`src/rtl/spi_pkg.sv`:
```
// rtl/spi_pkg.sv - shared SPI master constants, FSM encoding and SCLK level helper
package spi_pkg;

  localparam int DATA_W_DEF = 8;
  localparam int NUM_SS_DEF = 2;
  localparam int DIV_W_DEF  = 16;

  typedef enum logic [1:0] {
    ST_IDLE  = 2'd0,
    ST_DELAY = 2'd1,
    ST_P0    = 2'd2,
    ST_P1    = 2'd3
  } spi_state_e;

  // SCLK leaves its idle level in P1 for cpha=0 and in P0 for cpha=1
  function automatic logic sclk_level(input logic cpol, input logic cpha, input spi_state_e st);
    logic active;
    active = cpha ? (st == ST_P0) : (st == ST_P1);
    return cpol ^ active;
  endfunction

endpackage

```
`src/rtl/spi_halfcycle_cnt.sv`:
```
// rtl/spi_halfcycle_cnt.sv - half-period counter with synchronous clear and terminal count
module spi_halfcycle_cnt #(
  parameter int DIV_W = 16
) (
  input  logic             clk,
  input  logic             resetn,
  input  logic             clr_i,
  input  logic             en_i,
  input  logic [DIV_W-1:0] limit_i,
  output logic             tc_o
);

  logic [DIV_W-1:0] cnt_q, cnt_d;

  assign tc_o = en_i && (cnt_q == limit_i);

  always_comb begin
    cnt_d = cnt_q;
    if (clr_i || tc_o) begin
      cnt_d = '0;
    end else if (en_i) begin
      cnt_d = cnt_q + DIV_W'(1);
    end
  end

  always_ff @(posedge clk) begin
    if (!resetn) begin
      cnt_q <= '0;
    end else begin
      cnt_q <= cnt_d;
    end
  end

endmodule

```
`src/rtl/spi_master.sv`:
```
// rtl/spi_master.sv - SPI master, all four modes, programmable SCLK divisor, MSB first
module spi_master
  import spi_pkg::*;
#(
  parameter int DATA_W = DATA_W_DEF,
  parameter int NUM_SS = NUM_SS_DEF,
  parameter int DIV_W  = DIV_W_DEF
) (
  input  logic              clk,
  input  logic              resetn,
  input  logic [DIV_W-1:0]  dvsr,
  input  logic              cpol,
  input  logic              cpha,
  input  logic              start,
  input  logic [DATA_W-1:0] tx_data,
  input  logic [NUM_SS-1:0] ss_assert,
  output logic              ready,
  output logic              done,
  output logic [DATA_W-1:0] rx_data,
  output logic              spi_clk,
  output logic              spi_mosi,
  input  logic              spi_miso,
  output logic [NUM_SS-1:0] spi_ss_n
);

  localparam int BIT_W = (DATA_W > 2) ? $clog2(DATA_W) : 1;

  spi_state_e        state_q;
  logic [DIV_W-1:0]  dvsr_q;
  logic              cpol_q, cpha_q;
  logic [DATA_W-2:0] tx_q;
  logic [DATA_W-1:0] rx_q;
  logic [BIT_W-1:0]  bit_q;
  logic              mosi_q, sclk_q, done_q;
  logic [NUM_SS-1:0] ss_n_q;
  logic              accept, half_tc;

  assign accept = (state_q == ST_IDLE) && start;

  spi_halfcycle_cnt #(.DIV_W(DIV_W)) u_half_cnt (
    .clk     (clk),
    .resetn  (resetn),
    .clr_i   (accept),
    .en_i    (state_q != ST_IDLE),
    .limit_i (dvsr_q),
    .tc_o    (half_tc)
  );

  // tx_q holds only the bits not yet on spi_mosi, so its MSB is always the next bit
  always_ff @(posedge clk) begin
    if (!resetn) begin
      state_q <= ST_IDLE;
      dvsr_q  <= '0;
      cpol_q  <= 1'b0;
      cpha_q  <= 1'b0;
      tx_q    <= '0;
      rx_q    <= '0;
      bit_q   <= '0;
      mosi_q  <= 1'b0;
      sclk_q  <= 1'b0;
      done_q  <= 1'b0;
    end else begin
      done_q <= 1'b0;
      case (state_q)
        ST_IDLE: begin
          if (start) begin
            dvsr_q  <= dvsr;
            cpol_q  <= cpol;
            cpha_q  <= cpha;
            tx_q    <= tx_data[DATA_W-2:0];
            bit_q   <= '0;
            mosi_q  <= tx_data[DATA_W-1];
            state_q <= cpha ? ST_DELAY : ST_P0;
            sclk_q  <= sclk_level(cpol, cpha, cpha ? ST_DELAY : ST_P0);
          end
        end
        ST_DELAY: begin
          if (half_tc) begin
            state_q <= ST_P0;
            sclk_q  <= sclk_level(cpol_q, cpha_q, ST_P0);
          end
        end
        ST_P0: begin
          if (half_tc) begin
            rx_q    <= {rx_q[DATA_W-2:0], spi_miso};
            state_q <= ST_P1;
            sclk_q  <= sclk_level(cpol_q, cpha_q, ST_P1);
          end
        end
        ST_P1: begin
          if (half_tc) begin
            if (bit_q == BIT_W'(DATA_W-1)) begin
              state_q <= ST_IDLE;
              done_q  <= 1'b1;
              sclk_q  <= cpol_q;
            end else begin
              mosi_q  <= tx_q[DATA_W-2];
              tx_q    <= tx_q << 1;
              bit_q   <= bit_q + BIT_W'(1);
              state_q <= ST_P0;
              sclk_q  <= sclk_level(cpol_q, cpha_q, ST_P0);
            end
          end
        end
        default: state_q <= ST_IDLE;
      endcase
    end
  end

  always_ff @(posedge clk) begin
    if (!resetn) begin
      ss_n_q <= '1;
    end else begin
      ss_n_q <= ~ss_assert;
    end
  end

  assign ready    = (state_q == ST_IDLE);
  assign done     = done_q;
  assign rx_data  = rx_q;
  assign spi_clk  = sclk_q;
  assign spi_mosi = mosi_q;
  assign spi_ss_n = ss_n_q;

endmodule
```
`config.mk`:
```
export PLATFORM = sky130hd
export DESIGN_NAME = spi_master
export DESIGN_NICKNAME = d
export VERILOG_FILES = /design/src/rtl/spi_pkg.sv /design/src/rtl/spi_halfcycle_cnt.sv /design/src/rtl/spi_master.sv
export SDC_FILE = /design/constraint.sdc
export NUM_CORES = 1
export LEC_CHECK = 0
export BUFFER_PORTS_ARGS = -buffer_cell sky130_fd_sc_hd__buf_2
export CAP_MARGIN = 20
export CELL_PAD_IN_SITES_DETAIL_PLACEMENT = 1
export CELL_PAD_IN_SITES_GLOBAL_PLACEMENT = 2
export CORE_MARGIN = 2
export CORE_UTILIZATION = 35
export CTS_BUF_LIST = sky130_fd_sc_hd__clkbuf_4 sky130_fd_sc_hd__clkbuf_8 sky130_fd_sc_hd__clkbuf_16
export CTS_CLUSTER_SIZE = 40
export DETAILED_ROUTE_END_ITERATION = 6
export GPL_ROUTABILITY_DRIVEN = 0
export PLACE_DENSITY_LB_ADDON = 0.1
export SYNTH_ARGS = -nofsm -noshare
export SYNTH_HDL_FRONTEND = slang
export SYNTH_HIERARCHICAL = 1
export SYNTH_SLANG_ARGS = --single-unit
```
`constraint.sdc`:
```
create_clock -name clk -period 4 [get_ports clk]
set_input_delay 0.2 -clock clk [delete_from_list [all_inputs] [get_ports clk]]
set_output_delay 0.2 -clock clk [all_outputs]
set_load 0.02 [all_outputs]
```
Word-level counts from Yosys, hierarchy flattened
Cells that the tools add are included.
{ "totals": {"in_bits": 32, "word_cells": 72, "ff_bits": 59} }
{ "op_classes": {"n_mux": 29, "bitwise": 5, "n_eq_ne": 12, "n_addsub": 2, "n_reduce_logical": 12} }
{ "ops": {"columns": ["cell", "count"], "rows": [
  ["$mux W7", 3],
  ["$add A16 B1 Y16 const B", 1],
  ["$eq A16 B16 Y1", 1],
  ["$pmux W7 S2", 1],
  ["$mux W1", 12],
  ["$mux W2", 6],
  ["$mux W3", 3],
  ["$eq A2 B2 Y1 const B", 4],
  ["$pmux W2 S4", 1],
  ["$reduce_and A4 Y1", 2],
  ["$ne A2 B1 Y1 const B", 3],
  ["$pmux W3 S2", 1],
  ["$ne A2 B2 Y1 const B", 2],
  ["$pmux W1 S4", 1],
  ["$reduce_and A2 Y1", 2],
  ["$reduce_bool A2 Y1", 2],
  ["$add A3 B1 Y3 const B", 1],
  ["$eq A3 B3 Y1 const B", 1],
  ["$reduce_and A3 Y1", 1],
  ["$xor A1 B1 Y1", 3],
  ["$eq A2 B1 Y1 const B", 1],
  ["$logic_and A1 B1 Y1", 2],
  ["$logic_not A2 Y1", 1],
  ["$not A2 Y2", 1],
  ["4 further kinds", 4]
]} }

Logic depth before layout (Yosys ltp)
{ "logic_depth": {"word_depth": 6, "ltp_mapped": 10, "ltp_nobuf": 8} }

Modules after synthesis
The synthesis kept the hierarchy.
{ "by_module_without_submodules": {"columns": ["module", "seq_area_each_um2", "area_per_inst_um2", "instances", "cells_per_inst"], "rows": [
  ["spi_master", 860.8, 1744.2, 1, 207],
  ["spi_halfcycle_cnt", 320.3, 908.4, 1, 104]
]} }

Worst setup path before layout
Ideal clock, no wire load.
{ "synth_path": {"kind": "register -> register", "from": "reg u_half_cnt.cnt_q[2]", "to": "reg tx_q[5]", "setup_slack_ns": 1.556, "period_less_slack_ns": 2.444, "path_stages_with_launch": 11, "t_arrival_ns": 2.356, "setup_ns": 0.088, "cell_sequence": "dfxtp_1 > buf_6 > xor2_1 > nor4_2 > nand2_1 > nor4_1 > nand4b_1 > nand2_4 > buf_8 > nor2_2 > a311oi_2"} }
{ "synth_between": {"elab_chain_len": 4} }
{ "synth_rtl": {"columns": ["item", "line_no", "rtl"], "rows": [
  ["start, declared", "spi_halfcycle_cnt.sv:13", "logic [DIV_W-1:0] cnt_q, cnt_d;"],
  ["start signal, assigned", "spi_halfcycle_cnt.sv:30", "cnt_q <= cnt_d;"],
  ["$eq A16 B16 Y1", "spi_halfcycle_cnt.sv:15", "assign tc_o = en_i && (cnt_q == limit_i);"],
  ["$logic_and A1 B1 Y1", "spi_halfcycle_cnt.sv:15", null],
  ["via half_tc", "spi_master.sv:36", "logic accept, half_tc;"],
  ["$ne A2 B1 Y1 (no source line)", null, null],
  ["$reduce_and A4 Y1 (no source line)", null, null],
  ["end signal, assigned", "spi_master.sv:70", "tx_q <= tx_data[DATA_W-2:0];"],
  ["end signal, assigned", "spi_master.sv:98", "tx_q <= tx_q << 1;"],
  ["end, declared", "spi_master.sv:31", "logic [DATA_W-2:0] tx_q;"]
]} }
The timed path passes the listed nets, and every way through them passes these cells.
A chain may end at the register's enable or synchronous reset.

Final worst setup path
{ "layout_path": {"from": "reg state_q[1]", "to": "reg rx_q[4] (netlist: rx_data[4])"} }
{ "layout_between": {"elab_chain_len": 3, "word_cells_on_any_way": 4} }
{ "layout_rtl": {"columns": ["item", "line_no", "rtl"], "rows": [
  ["start, declared", "spi_master.sv:28", "spi_state_e state_q;"],
  ["start signal, assigned", "spi_master.sv:73", "state_q <= cpha ? ST_DELAY : ST_P0;"],
  ["$reduce_bool A2 Y1", "spi_master.sv:44", ".en_i (state_q != ST_IDLE),"],
  ["$logic_and A1 B1 Y1", "spi_halfcycle_cnt.sv:15", null],
  ["via half_tc", "spi_master.sv:36", null],
  ["$reduce_and A2 Y1 (no source line)", null, null],
  ["end signal, assigned", "spi_master.sv:85", "rx_q <= {rx_q[DATA_W-2:0], spi_miso};"],
  ["end, declared", "spi_master.sv:32", "logic [DATA_W-1:0] rx_q;"]
]} }
The timed path passes the listed nets, and every way through them passes these cells.

==> metrics.md <==
| Metric | Value |
|---|---|
| DP HPWL | 4270 um |
| Worst setup SP type | flop |
| Ys Warns | 6 |
| GR Overflow Total | 0 |
| Setup TNS | 0 ns |
| Least-Margin Pin Slew | 0.901 ns |
| Clk slew on worst S/H paths | 0.07 ns |
| Setup Buffers After CTS | 0 |
| Peak Freq | 341 MHz |
| Wire per inst | 13.5 um |
| Sequential fraction of the synthesis area | 0.445 |
| Drt drc | 0 |
| Router iterations before antenna repair | 4 |
| Met1 usage | 0.189 |
| Met2 usage | 0.272 |
| Layout Utilization | 0.428 |
| Min-Delay Path Class | input port to flop |
| Largest net degree at the start of global routing | 40 |
| Initial antenna violation count | 0 |
| Worst reg2reg path depth | 6 |
| Critical path capture point type | flop |
| Peak supply drop | 0.177 mV |
| Initial detailed-routing violation count | 42 |
| Vias per Instance | 4.80 |
| Grt peak-use layer | met2 |
| Ys flop type | dfxtp_1 |
| Max_slew headroom | 0.394 |
| Antenna Nets Post-Route | 0 |
| Worst-Skew Late Latency | 0.34 ns |
| CTS Buf Count | 9 |
| Mapped Avg Cell Area | 8.53 um^2 |
| DIE HEIGHT | 91.1 um |
| PortBufs | 45 |
| RSZ-0062 raised after global routing | no |
| Crit-path slowest cell | dfxtp_1 |
| Root Driver | clkbuf_8 |
| Critical Path RT | 4.22 ns |
| P_leak | 0.00132 uW |
| Status | finished, final reports clean |
| Diodes inserted | 0 |
| Max-slew violation count | 0 |
| Max_cap viols | 0 |
| Via count | 2,191 |
| Share of synthesized registers carrying an async set or reset | 0 |
| Synthesized area | 2650 um^2 |
| Clk buf depth | 2 |
| Clock Skew | 0.00853 ns |
| Vias in the first global route | 2,244 |
| Pwr dens | 448 nW/um^2 |
| First-pass GRT wire length | 10,500 um |
| # nets final | 387 |
| Cells after synthesis | 311 |
| Core area | 7290 um^2 |
| Row Count | 31 |
| Worst EP arrival | 3.15 ns |
| CTS tree | done |
| Routed WL | 6150 um |
| Setup violations, final | 0 |
| Hold Crit Depth | 3 |
| Critical Path Max Stage Delay | 0.73 ns |
| #FFs+latches synth | 59 |
| Io pins | 46 |
| Final worst path period share | 0.734 |
| Die Wd | 91.1 um |
| Minimum clock period | 2.94 ns |
| CTS sink cnt | 59 |
| Syn nets | 346 |
| GRT Total Usage | 0.160 |
| Netlist cell types | 39 |
| Layout cell share with drive strength beyond 1 | 0.204 |
| H-tree depth | 3 |
| Grt met3 use | 0.0548 |
| Starting Density | 0.364 |
| Setup CP Type | flop to flop |
| Synth-to-Final Area Change | 17.5% |
| Die area | 8290 um^2 |
| Final hold violation count | 0 |
| Worst-path fanout max | 21 |
| Critical path cell sequence | or2_2 > nand2_1 > nor4_1 > nand3b_1 > mux2i_1 > nor2_1 |
| Post-synth EDFFs | 0 |
-- repair_timing --
item / 4_1_cts / 5_1_grt
endpoints found under the hold margin: 2 / 0
gates resized for setup: 0 / 0
hold buffers: 2 / 0
-- cells in the final DEF, fill, tap and decap left out, types with 2 or more instances in the layout --
cell type	instances
nand2_1	62
dfxtp_1	59
buf_2	45
nor2_1	39
a21oi_1	23
xor2_1	18
xnor2_1	13
nand3_1	12
clkbuf_8	12
mux2i_1	9
nand4_1	8
inv_1	6
a311oi_1	6
o21ai_0	4
or2_2	3
nor2b_1	3
nor3_1	3
ha_1	3
nor4_1	3
nand2b_1	2
and3_1	2
nand3b_1	2
clkinv_2	2
dlygate4sd3_1	2
-- routing by layer --
metal	wire (um)	vias up
li1	-	1121
met1	2870	1034
met2	3000	29
met3	199	7
met4	80	0
met5	0	-
-- worst paths after layout --
| path | start | to | slack (ns) |
|---|---|---|---|
| max | state_q[1]$_SDFFE_PN0P_ | rx_data[4]$_SDFFE_PN0P_ | 1.06 |
| min reg2reg | bit_q[2]$_SDFFE_PN0P_ | bit_q[2]$_SDFFE_PN0P_ | 0.46 |
| max reg2reg | state_q[1]$_SDFFE_PN0P_ | rx_data[4]$_SDFFE_PN0P_ | 1.06 |
| min | spi_miso | rx_data[0]$_SDFFE_PN0P_ | 0.09 |
-- flip-flops by register name (all words and copies together) (netlist names), 2 cells and up --
register and flops:
dvsr_q 16, u_half_cnt/cnt_q 16, state_q 2, bit_q 3, rx_data 8, spi_ss_n 2
tx_q 7
-- stage by stage --
step           setup WS (ns)  hold WS [ns]  instance area, um^2  std cells  power (uW)
2_1_floorplan           1.56         0.262                 2650        311         798
3_3_place_gp            1.10         0.362                 2890        438         840
3_5_place_dp           0.966         0.365                 2890        438         844
4_1_cts                0.958        0.0694                 3120        456        1430
5_1_grt                0.565        0.0880                 3120        456        1470
6_report                1.06        0.0902                 3120        456        1400
-- power breakdown --
group	internal [uW]	switching (uW)
clock network	336	235
logic	71.1	106
registers	618	31.0
-- cells in the mapped netlist, types with 2 or more instances --
cell type  instances  area share
nor2_1            39       0.055
and3_1             2      0.0047
xor2_1            18       0.059
nor3_1             3      0.0057
a21oi_1           23       0.043
buf_6              4       0.017
dfxtp_1           59        0.45
nand2_1           62       0.088
xnor2_1           13       0.043
clkbuf_1           6      0.0085
nand2b_1           2      0.0047
ha_1               3       0.014
a311oi_1           6       0.020
nor4_1             3      0.0071
buf_4              3      0.0085
o21ai_0            4      0.0075
buf_2              3      0.0057
mux2i_1            9       0.034
nand4_1            8       0.019
or2_2              3      0.0071
nand3_1           12       0.023
nor2b_1            3      0.0071
inv_1              6      0.0085
nand3b_1           2      0.0057
-- area by class of cell --
class                   instances  area, um^2
fillers                       920        4170
multi-input cells             228        1330
flip-flops and latches         59        1180
repair buffers                 48         253
clock buffers                  12         165
well taps                      99         124
clock inverters                 4        47.5
inverters                       6        22.5
-- cells by family (layout without fill, tap and decap cells) --
family	after synthesis	in the layout	synth area share
buffers and inverters	24	70	0.0552
and+or+nand+nor	145	145	0.249
DFF	59	59	0.445
adders and majority gates	3	3	0.0142
xor gates and xnor gates	31	31	0.102
muxes	9	9	0.0340
AOI/OAI and AO/OA	40	40	0.100
-- critical path: cells and delay by family (launching register included) --
| family | cells | cell delay, ns |
|---|---|---|
| flops | 1 | 0.73 |
| simple gates | 5 | 1.76 |
| mux | 1 | 0.32 |
No activity file was read; power rests on OpenSTA's default activity.
